### src/rtl/gpio_pkg.sv
// Shared types and constants for the GPIO I/O controller.
package gpio_pkg;

  localparam int unsigned NPINS_DEF = 34;
  localparam int unsigned TURN_DEF  = 2;
  localparam int unsigned CNT_W     = 4;

  localparam logic [1:0] ADDR_DIR       = 2'd0;
  localparam logic [1:0] ADDR_OUT       = 2'd1;
  localparam logic [1:0] ADDR_EDGE_EN   = 2'd2;
  localparam logic [1:0] ADDR_EDGE_STAT = 2'd3;

  typedef enum logic [1:0] {
    ST_IDLE    = 2'd0,
    ST_RELEASE = 2'd1,
    ST_SETTLE  = 2'd2,
    ST_APPLY   = 2'd3
  } gpio_state_e;

endpackage

### src/rtl/gpio_sync_edge.sv
// Two-flop input synchronizer plus a history flop for rising-edge detection.
module gpio_sync_edge #(
  parameter int unsigned W = 1
) (
  input  logic         clk,
  input  logic         gated_reset,
  input  logic [W-1:0] din,
  output logic [W-1:0] rise_c
);

  logic [W-1:0] sync1_q, sync1_d;
  logic [W-1:0] sync2_q, sync2_d;
  logic [W-1:0] prev_q,  prev_d;

  // Next-state for the synchronizer chain and history flop.
  always_comb begin
    sync1_d = din;
    sync2_d = sync1_q;
    prev_d  = sync2_q;
  end

  // Chain registers; reset to 0 so a pin high through reset reports one edge.
  always_ff @(posedge clk or negedge gated_reset) begin
    if (!gated_reset) begin
      sync1_q <= '0;
      sync2_q <= '0;
      prev_q  <= '0;
    end else begin
      sync1_q <= sync1_d;
      sync2_q <= sync2_d;
      prev_q  <= prev_d;
    end
  end

  assign rise_c = sync2_q & ~prev_q;

endmodule

### src/rtl/gpio_io_ctrl.sv
// GPIO controller: register file, edge status/irq and glitch-free direction changes.
module gpio_io_ctrl
  import gpio_pkg::*;
#(
  parameter int unsigned NPINS = NPINS_DEF,
  parameter int unsigned TURN  = TURN_DEF
) (
  input  logic             clk,
  input  logic             gated_reset,
  input  logic             wr_en,
  input  logic [1:0]       addr,
  input  logic [NPINS-1:0] wr_data,
  output logic [NPINS-1:0] rd_data,
  output logic             busy,
  input  logic [NPINS-1:0] gpio_in,
  output logic [NPINS-1:0] gpio_out,
  output logic [NPINS-1:0] gpio_oeb,
  output logic             irq
);

  gpio_state_e      state_q, state_d;
  logic [CNT_W-1:0] cnt_q, cnt_d;
  logic [NPINS-1:0] dir_active_q, dir_active_d;
  logic [NPINS-1:0] dir_pend_q, dir_pend_d;
  logic [NPINS-1:0] out_q, out_d;
  logic [NPINS-1:0] edge_en_q, edge_en_d;
  logic [NPINS-1:0] edge_stat_q, edge_stat_d;
  logic             irq_q, irq_d;
  logic             busy_q, busy_d;
  logic [NPINS-1:0] stat_clr;
  logic [NPINS-1:0] rise_c;

  gpio_sync_edge #(.W(NPINS)) u_sync_edge (
    .clk         (clk),
    .gated_reset (gated_reset),
    .din         (gpio_in),
    .rise_c      (rise_c)
  );

  // Register writes, direction-change sequencing and edge status update.
  always_comb begin
    state_d      = state_q;
    cnt_d        = cnt_q;
    dir_active_d = dir_active_q;
    dir_pend_d   = dir_pend_q;
    out_d        = out_q;
    edge_en_d    = edge_en_q;
    stat_clr     = '0;

    if (wr_en) begin
      case (addr)
        ADDR_OUT:       out_d     = wr_data;
        ADDR_EDGE_EN:   edge_en_d = wr_data;
        ADDR_EDGE_STAT: stat_clr  = wr_data;
        default:        ;
      endcase
    end

    case (state_q)
      ST_IDLE: begin
        if (wr_en && (addr == ADDR_DIR)) begin
          dir_pend_d = wr_data;
          state_d    = ST_RELEASE;
        end
      end
      ST_RELEASE: begin
        // Pins leaving output mode let go before anything turns on.
        dir_active_d = dir_active_q & dir_pend_q;
        cnt_d        = CNT_W'(TURN - 1);
        state_d      = ST_SETTLE;
      end
      ST_SETTLE: begin
        if (cnt_q == '0) begin
          state_d = ST_APPLY;
        end else begin
          cnt_d = cnt_q - CNT_W'(1);
        end
      end
      ST_APPLY: begin
        dir_active_d = dir_pend_q;
        state_d      = ST_IDLE;
      end
      default: state_d = ST_IDLE;
    endcase

    // A fresh edge overrides a same-cycle clear.
    edge_stat_d = (edge_stat_q & ~stat_clr) | rise_c;
    irq_d       = |(edge_stat_q & edge_en_q);
    busy_d      = (state_d != ST_IDLE);
  end

  // State and register flops.
  always_ff @(posedge clk or negedge gated_reset) begin
    if (!gated_reset) begin
      state_q      <= ST_IDLE;
      cnt_q        <= '0;
      dir_active_q <= '0;
      dir_pend_q   <= '0;
      out_q        <= '0;
      edge_en_q    <= '0;
      edge_stat_q  <= '0;
      irq_q        <= 1'b0;
      busy_q       <= 1'b0;
    end else begin
      state_q      <= state_d;
      cnt_q        <= cnt_d;
      dir_active_q <= dir_active_d;
      dir_pend_q   <= dir_pend_d;
      out_q        <= out_d;
      edge_en_q    <= edge_en_d;
      edge_stat_q  <= edge_stat_d;
      irq_q        <= irq_d;
      busy_q       <= busy_d;
    end
  end

  // Register read mux; DIR shows the pending value while a change is running.
  always_comb begin
    rd_data = '0;
    case (addr)
      ADDR_DIR:       rd_data = busy_q ? dir_pend_q : dir_active_q;
      ADDR_OUT:       rd_data = out_q;
      ADDR_EDGE_EN:   rd_data = edge_en_q;
      ADDR_EDGE_STAT: rd_data = edge_stat_q;
      default:        rd_data = '0;
    endcase
  end

  assign busy     = busy_q;
  assign irq      = irq_q;
  assign gpio_out = out_q;
  assign gpio_oeb = ~dir_active_q;

endmodule
### config.mk
export PLATFORM = sky130hd
export DESIGN_NAME = gpio_io_ctrl
export DESIGN_NICKNAME = d
export VERILOG_FILES = /design/src/rtl/gpio_pkg.sv /design/src/rtl/gpio_sync_edge.sv /design/src/rtl/gpio_io_ctrl.sv
export SDC_FILE = /design/constraint.sdc
export NUM_CORES = 1
export LEC_CHECK = 0
export BUFFER_PORTS_ARGS = -buffer_cell sky130_fd_sc_hd__buf_2
export CAP_MARGIN = 10
export CORE_ASPECT_RATIO = 0.6
export CORE_MARGIN = 2
export CORE_UTILIZATION = 40
export CTS_CLUSTER_DIAMETER = 40
export CTS_CLUSTER_SIZE = 40
export DETAILED_ROUTE_END_ITERATION = 12
export GPL_ROUTABILITY_DRIVEN = 0
export PLACE_DENSITY = 0.64
export REMOVE_ABC_BUFFERS = 1
export SETUP_SLACK_MARGIN = 0.4
export SYNTH_ARGS = -nofsm -noshare
export SYNTH_HDL_FRONTEND = slang
export SYNTH_SLANG_ARGS = --single-unit
### constraint.sdc
create_clock -name clk -period 1.99 [get_ports clk]
set_input_delay 0.2985 -clock clk [delete_from_list [all_inputs] [get_ports clk]]
set_output_delay 0.2985 -clock clk [all_outputs]
set_load 0.005 [all_outputs]
==> summary.md, run 1 <==
| Metric | Value |
|---|---|
| Root buf cell | `clkbuf_16` |
| Longest Clk Path Bufs | `3` |
| Worst-Skew Late Latency | `0.55 ns` |
| Post-Syn Area | `11,100 um^2` |
| Reg-to-reg startpoint | `state_q[0]` |
| CTS Buf Count | `29` |
| Syn-to-layout area delta | `29.4%` |
| Worst reg2reg path depth | `6` |
| Peak supply drop | `0.555 mV` |
| Final Cycle Share | `115%` |
| Power per standard cell area | `1320 nW/um^2` |
| Status | `finished with violations` |
| Detail Route Antenna Nets | `0` |
| Initial antenna violation count | `2` |
| R2R setup slack | `0.35 ns` |
| Power Total | `19.0 mW` |
| Storage cell area | `7010 um^2` |
| Average cell area after synthesis | `14.1 um^2` |
| RSZ-0062 raised after global routing | `true` |
| Grt ovf | `0` |
| Final hold slack | `0.0233 ns` |
| Violated checks | `negative setup slack` |
| Final non-filler cell area | `14,300 um^2` |
| Placed Area | `12,500 um^2` |
| Largest net degree at the start of global routing | `65` |
| Wire per inst | `19.3 um` |
| Main flop type after synthesis | `dfrtp_1` |
| Crit. End Element | `primary output` |
| CP max-delay cell | `mux4_2` |
| Most frequent cells in the layout | `dfrtp_1 (279), buf_2 (171), nand2_1 (105)` |
| CP cell instances | `buf_12 -> nand2_1 -> o21ai_0 -> mux4_2 -> buf_2` |
| Total GRT Usage | `19.3%` |
| Wl on met1 | `13.6 mm` |
| Area of the multi-input gates | `3560 um^2` |
| Nets | `1,119` |
| Core Footprint | `27,400 um^2` |
| Sink Count | `280` |
| Worst-path clk slew | `0.07 ns` |
| Detailed placement HPWL | `18.4 mm` |
| DIE AREA | `29,100 um^2` |
| Mapped Cells | `784` |
| Rows | `47` |
| Slack of the critical path | `-0.308 ns` |
| 1st-pass router iterations | `4` |
| Non-Filler Instances | `1,431` |
| Top routing layer used | `met4` |
| Core Util, Final | `52.3%` |
| Crit path required time | `1.69 ns` |
| Starting DRC count in detailed routing | `547` |
| Rel. slew slack | `63.6%` |
| Clock skew | `0.0127 ns` |
| Hold Path Origin | `wr_data[25]` |
| Max-Cap Viols | `0` |
| Starting Density | `40.4%` |
| Crit path kind | `register to primary output` |
| Hold crit path type | `input pin to register` |
| Ys Warns | `0` |
| FILL cells | `2,364` |
| Flop and latch count out of synthesis | `280` |
| Final Hold Violating Endpoints | `0` |
| Worst hold path cell count | `2` |
| P_leak | `6.68 nW` |
| Worst r2r dst | `dir_pend_q[3]` |
| Placed insts | `1,315` |
| Biggest cell delay along the critical path | `0.50 ns` |
| H-tree depth | `1` |
| Worst-margin pin slew | `0.546 ns` |
| Endpoint, Worst Hold | `dir_pend_q[25]` |
| Routed WL | `27.7 mm` |
| Post-synth EDFFs | `0` |
| Die height | `133 um` |
| Ratio of cells with drive above 1 in the final layout | `40.3%` |
| Max FO, Critical Path | `39` |
| Number of buffers added on ports | `176` |
| Async SR Flop Fraction | `100%` |
| Via-per-instance ratio | `5.00` |
| IO Pins | `177` |
| Met3 WL | `1.74 mm` |
| Finish-stage setup viols | `34` |
| Sequential share of the synthesized area | `63.3%` |
| Number of distinct library cells after synthesis | `33` |
| Met2 wire len | `12.0 mm` |
| Min cycle time layout | `2.30 ns` |
| Fin. max-slew vios | `0` |
| Via count | `7,155` |
| First-pass GRT wire length | `43.0 mm` |
| CTS tree | `built` |
| Die W | `219 um` |
| Most common cell after layout, fill and taps aside | `dfrtp_1` |
| Worst setup SP type | `register` |
| Fmax | `435 MHz` |
| Post-route DRC | `0` |
| Vias in the first global route | `7,266` |
| Worst path arrival time | `2.00 ns` |
sequential cells by signal, indices dropped and copies added, names as in the netlist:
name                 cells
edge_stat_q             34
busy                     1
u_sync_edge.prev_q      34
cnt_q                    4
u_sync_edge.prev_d      34
dir_active_q            34
state_q                  2
dir_pend_q              34
irq                      1
u_sync_edge.sync1_q     34
gpio_out                34
edge_en_q               34
metrics by stage:
step,setup TNS (ns),setup WS (ns)
3_5_place_dp,0,0.244
5_1_grt,-10.80,-0.367
2_1_floorplan,-34.90,-0.513
3_3_place_gp,0,0.244
4_1_cts,-9.05,-0.310
6_report,-8.44,-0.308
logic make-up after synthesis:
logic type                 count (synthesis)  share of synthesized area (%)
DFF                                      280                           63.3
and+or+nand+nor                          124                           4.92
muxes                                    137                           18.4
AOI/OAI and AO/OA                        127                           7.36
adders and majority gates                  7                          0.792
buffers and inverters                    109                           5.19
per-layer routing:
metal | vias up | global-route usage, %
li1 | 3250 | -
met1 | 3654 | 30.0
met2 | 221 | 27.8
met3 | 30 | 4.16
met4 | 0 | 4.05
met5 | - | 0
final cells by class:
type,instances,area share (%)
diodes,2,0.0349
clock buffers,32,5.29
clock inverters,22,2.10
inverters,72,1.89
multi-input cells,395,24.9
flip-flops and latches,280,48.9
well taps,367,3.21
repair buffers,261,13.7
critical path, delay by kind of cell (launching register included):
| family | cells | cell delay [ns] |
|---|---|---|
| mux | 1 | 0.50 |
| simple gates | 1 | 0.08 |
| flops | 1 | 0.44 |
| compound gates | 1 | 0.07 |
| buf+inv | 2 | 0.33 |
repair_timing:
action	in CTS	in global routing
pin swaps	2	7
buffers inserted	10	5
cloned	3	1
endpoints found under the setup margin	73	70
gates resized for setup	20	21
hold buffers	41	0
endpoints found under the hold margin	102	0
power breakdown:
group / switching (mW) / leakage (nW) / internal [mW]
Sequential: 0.859 / 3.24 / 6.90
Clock: 2.43 / 0.510 / 3.48
Combinational: 2.40 / 2.93 / 2.90
Total: 5.69 / 6.68 / 13.3
cell usage after synthesis (6+ instances only):
library cell	number	share of area [%]
buf_6	9	0.92
clkbuf_1	6	0.20
mux2_4	30	4.1
dfrtp_1	280	63
nand2_1	106	3.6
o21ai_0	70	3.2
mux2_2	68	6.9
ha_1	7	0.79
inv_1	72	2.4
a22oi_1	17	1.2
buf_2	6	0.27
mux4_2	34	6.9
o22a_1	34	2.7
buf_4	10	0.68
worst max-delay path by stage:
stage | end | from | depth (start not counted) | slack [ns]
after floorplan | dir_pend_q[0] | state_q[0] | 4 | -0.51
after global placement | rd_data[21] | addr[0] | 4 | 0.24
after detailed placement | rd_data[21] | addr[0] | 4 | 0.24
after CTS | rd_data[27] | busy | 5 | -0.31
after global routing | rd_data[27] | busy | 5 | -0.37
final | rd_data[6] | busy | 5 | -0.31
Power figures use the tool's default switching activity.
==> inputs of run 2 (changes only) <==
--- a/config.mk
+++ b/config.mk
@@ -5,7 +5,7 @@
 export SDC_FILE = /design/constraint.sdc
 export NUM_CORES = 1
 export LEC_CHECK = 0
-export BUFFER_PORTS_ARGS = -buffer_cell sky130_fd_sc_hd__buf_2
+export BUFFER_PORTS_ARGS = -buffer_cell sky130_fd_sc_hd__clkbuf_2
 export CAP_MARGIN = 10
 export CORE_ASPECT_RATIO = 0.6
 export CORE_MARGIN = 2
==> summary.md, run 2 (synthesized netlist as in run 1, its figures left out) <==
| Metric | Value |
|---|---|
| Worst-Skew Late Latency | `0.56 ns` |
| P_sw | `5.82 mW` |
| Rows | `47` |
| 1st-pass router iterations | `5` |
| Violated checks | `negative setup slack` |
| Starting Density | `40.4%` |
| Setup TNS | `-7.61 ns` |
| Grt ovf | `0` |
| Peak supply drop | `0.668 mV` |
| Final Cycle Share | `115%` |
| Nets | `1,114` |
| Max FO, Critical Path | `41` |
| Routed WL | `27.5 mm` |
| Final Hold Violating Endpoints | `0` |
| Initial antenna violation count | `2` |
| Clock share of power | `30.8%` |
| Net switching fraction of the power | `30.9%` |
| Total GRT Usage | `19.4%` |
| Finish-stage setup viols | `34` |
| RSZ-0062 raised after global routing | `true` |
| Detail Route Antenna Nets | `0` |
| Status | `finished with violations` |
| Slack of the critical path | `-0.292 ns` |
| Min cycle time layout | `2.28 ns` |
| DIE AREA | `29,100 um^2` |
| Crit path required time | `1.69 ns` |
| P_leak | `6.70 nW` |
| Worst path arrival time | `1.98 ns` |
| CTS tree | `built` |
| P_int | `13.0 mW` |
| CTS Buf Count | `30` |
| Power share of the combinational group | `28.1%` |
| First-pass GRT wire length | `42.7 mm` |
| Starting DRC count in detailed routing | `451` |
| Largest net degree at the start of global routing | `89` |
| H-tree depth | `1` |
| Die height | `133 um` |
| Via-per-instance ratio | `4.97` |
| Core Footprint | `27,400 um^2` |
| Wire per inst | `19.2 um` |
| Crit. End Element | `primary output` |
| Reg power frac | `41.1%` |
| Ratio of cells with drive above 1 in the final layout | `40.2%` |
| Power per standard cell area | `1320 nW/um^2` |
| Rel. slew slack | `64.4%` |
| Most frequent cells in the layout | `dfrtp_1 (279), clkbuf_2 (174), nand2_1 (103)` |
| Root buf cell | `clkbuf_16` |
| Worst-margin pin slew | `0.534 ns` |
| Longest Clk Path Bufs | `3` |
| Most common cell after layout, fill and taps aside | `dfrtp_1` |
| Hold crit path type | `input pin to register` |
| Detailed placement HPWL | `18.2 mm` |
| Die W | `219 um` |
| Syn-to-layout area delta | `28.6%` |
| IO Pins | `177` |
| Fin. max-slew vios | `0` |
| Sink Count | `280` |
| Crit path kind | `register to primary output` |
| Max-Cap Viols | `0` |
| Post-route DRC | `0` |
| Final hold slack | `0.0242 ns` |
| Worst-path clk slew | `0.07 ns` |
| Number of buffers added on ports | `176` |
| Clock skew | `0.0152 ns` |
| Fmax | `438 MHz` |
| Worst setup SP type | `register` |
| Via count | `7,086` |
| Vias in the first global route | `7,233` |
==> run 2: power by group through the flow <==
| stage | Combinational, mW | Clock, mW | Sequential (mW) |
|---|---|---|---|
| finish | 5.29 | 5.82 | 7.75 |
| global route | 5.79 | 6.21 | 7.92 |
| CTS | 5.10 | 5.93 | 7.73 |
| detailed placement | 4.82 | 0 | 7.83 |
| global placement | 4.73 | 0 | 7.78 |
| floorplan | 2.77 | 0 | 7.68 |
==> run 2: final timing paths <==
check	from	slack, ns	end	depth (start not counted)
max in group asynchronous	gated_reset	0.99	dir_pend_q[20]	3
min in group asynchronous	gated_reset	0.23	dir_active_q[8]	2
min reg2reg	u_sync_edge.sync1_q[3]	0.35	u_sync_edge.prev_d[3]	0
min	wr_data[31]	0.02	dir_pend_q[31]	2
max reg2reg	state_q[1]	0.40	dir_pend_q[27]	6
max	busy	-0.29	rd_data[0]	5
==> run 2: per-stage QoR <==
step	cell area [um^2]	instances	setup WS [ns]	power [mW]	utilization [%]
after global placement	12500	1313	0.277	12.5	45.5
final	14200	1427	-0.292	18.9	51.9
after CTS	14100	1417	-0.310	18.8	51.5
after floorplan	10800	747	-0.513	10.4	-
after global routing	14200	1425	-0.360	19.9	51.9
after detailed placement	12500	1313	0.258	12.7	45.5
==> run 2: cell type report <==
type	count	area [um^2]
timing repair buffer	255	1860
antenna	3	7.51
multi-input combinational	395	3570
inverter	72	270
fill	2368	13200
clock inverter	23	259
clock buffer	32	790
tap	367	459
sequential	280	7010
==> run 2: timing repair <==
action | 4_1_cts | 5_1_grt
buffers inserted | 7 | 7
gates cloned | 4 | 0
gates resized for setup | 25 | 19
endpoints found under the hold margin | 142 | 0
pin swaps | 1 | 4
setup endpoints to repair | 73 | 89
hold buffers | 38 | 0
==> run 2: routing by layer <==
metal	GRT usage [%]	vias up	wire length [um]
met5	0	-	0
met4	4.13	0	543
met3	4.57	38	1760
met2	27.5	229	11500
met1	30.2	3583	13600
li1	-	3236	-
==> run 2: worst max-delay path: stages (launching register included) <==
cell	delay [ns]
dfrtp_2	0.44
buf_12	0.19
nand2_1	0.07
o21ai_1	0.07
mux4_2	0.51
clkbuf_2	0.14
==> inputs of run 3 (changes only) <==
==> constraint.sdc (replaced) <==
create_clock -name clk -period 1.99 [get_ports clk]
set_input_delay 0.199 -clock clk [delete_from_list [all_inputs] [get_ports clk]]
set_output_delay 0.199 -clock clk [all_outputs]
set_load 0.005 [all_outputs]
==> summary.md, run 3 (synthesized netlist as in run 1, its figures left out) <==
| Metric | Value |
|---|---|
| Detailed placement HPWL | `17.9 mm` |
| Core Footprint | `27,400 um^2` |
| H-tree depth | `1` |
| CP max-delay cell | `mux4_2` |
| Worst-Skew Late Latency | `0.57 ns` |
| Die W | `219 um` |
| Sink Count | `280` |
| Nets | `1,146` |
| Status | `finished with violations` |
| CP cell instances | `buf_12 -> nand2_1 -> o21ai_0 -> mux4_2 -> clkbuf_2` |
| 1st-pass router iterations | `4` |
| Die height | `133 um` |
| Via count | `7,153` |
| Longest Clk Path Bufs | `3` |
| Via-per-instance ratio | `4.91` |
| Number of buffers added on ports | `176` |
| Slack of the critical path | `-0.192 ns` |
| P_leak | `6.85 nW` |
| Worst-margin pin slew | `0.674 ns` |
| Ratio of cells with drive above 1 in the final layout | `38.8%` |
| Vias in the first global route | `7,254` |
| Min cycle time layout | `2.18 ns` |
| Hold crit path type | `input pin to asynchronous set/reset pin` |
| Max-Cap Viols | `0` |
| Crit path kind | `register to primary output` |
| Rows | `47` |
| Placed insts | `1,313` |
| Most frequent cells in the layout | `dfrtp_1 (279), clkbuf_2 (174), nand2_1 (106)` |
| Worst path arrival time | `1.98 ns` |
| Starting DRC count in detailed routing | `576` |
| RSZ-0062 raised after global routing | `true` |
| Max FO, Critical Path | `39` |
| Rel. slew slack | `55.1%` |
| Crit. End Element | `primary output` |
| Non-Filler Instances | `1,456` |
| Violated checks | `negative setup slack` |
| Finish-stage setup viols | `34` |
| CTS Buf Count | `30` |
| Power per standard cell area | `1300 nW/um^2` |
| Worst-path clk slew | `0.06 ns` |
| Pre-CTS setup slack | `0.220 ns` |
| Fin. max-slew vios | `0` |
| Post-route DRC | `0` |
| Total GRT Usage | `19.3%` |
| Grt ovf | `0` |
| Routed WL | `27.6 mm` |
| FILL cells | `2,284` |
| Root buf cell | `clkbuf_16` |
| Detail Route Antenna Nets | `0` |
| Crit path required time | `1.79 ns` |
| Worst setup SP type | `register` |
| CTS tree | `built` |
| Syn-to-layout area delta | `31.7%` |
| Peak supply drop | `0.682 mV` |
| Final Hold Violating Endpoints | `0` |
| Clock skew | `0.0223 ns` |
| Largest net degree at the start of global routing | `69` |
| Wire per inst | `19.0 um` |
| Initial antenna violation count | `0` |
| Biggest cell delay along the critical path | `0.51 ns` |
| # diodes | `0` |
| Starting Density | `40.4%` |
| Final Cycle Share | `110%` |
| DIE AREA | `29,100 um^2` |
| First-pass GRT wire length | `42.6 mm` |
| Fmax | `458 MHz` |
| IO Pins | `177` |
| Most common cell after layout, fill and taps aside | `dfrtp_1` |
-- run 3: final cells by class --
class                   instances  area, um^2  area share, %
multi-input cells             395        3550           24.4
clock inverters                22         269           1.85
well taps                     367         459           3.15
inverters                      72         270           1.85
flip-flops and latches        280        7010           48.1
repair buffers                287        2230           15.3
clock buffers                  33         782           5.37
-- run 3: where the power goes --
part	switching [mW]	leakage, nW	internal (mW)
clock network	2.54	0.505	3.22
registers	0.855	3.24	6.90
logic	2.43	3.10	3.00
total	5.83	6.85	13.1
-- run 3: final timing paths --
check	from	to	slack (ns)	cells after the start
setup / recovery	busy	rd_data[27]	-0.19	5
hold / removal	gated_reset	dir_pend_q[23]	0.21	2
setup reg to reg	state_q[1]	dir_pend_q[22]	0.33	6
hold reg to reg	u_sync_edge.sync1_q[11]	u_sync_edge.prev_d[11]	0.34	0
max in group asynchronous	gated_reset	dir_active_q[23]	1.10	3
min in group clk	gpio_in[33]	u_sync_edge.sync1_q[33]	0.27	2
-- run 3: per-layer routing --
layer	part of all wire (%)	vias to the layer above	GRT usage (%)
li1	-	3293	-
met1	49	3617	30.2
met2	43	210	27.5
met3	7.1	33	4.53
met4	1.6	0	3.53
met5	0	-	0
-- run 3: through the flow --
step | setup TNS (ns) | cell area (um^2) | utilization [%] | hold WS (ns) | power, mW
floorplan | -31.52 | 10800 | - | -0.0966 | 10.4
global placement | 0 | 12500 | 45.5 | 0.216 | 12.5
detailed placement | 0 | 12500 | 45.5 | 0.219 | 12.7
CTS | -5.69 | 14400 | 52.6 | 0.234 | 18.8
global route | -7.58 | 14600 | 53.2 | 0.239 | 20.0
finish | -4.64 | 14600 | 53.2 | 0.208 | 18.9
-- run 3: worst max-delay path: cells and delay by family (launching register included) --
| family | cells | cell delay (ns) |
|---|---|---|
| AOI/OAI and AO/OA | 1 | 0.07 |
| buffers and inverters | 2 | 0.32 |
| DFF | 1 | 0.44 |
| muxes | 1 | 0.51 |
| and+or+nand+nor | 1 | 0.07 |
-- run 3: timing repair --
action / in CTS / in global routing
hold endpoints to repair: 230 / 0
setup buffers: 7 / 6
gates resized for setup: 19 / 13
gates cloned: 4 / 2
hold buffers: 69 / 0
pin swaps: 1 / 2
setup endpoints to repair: 63 / 79
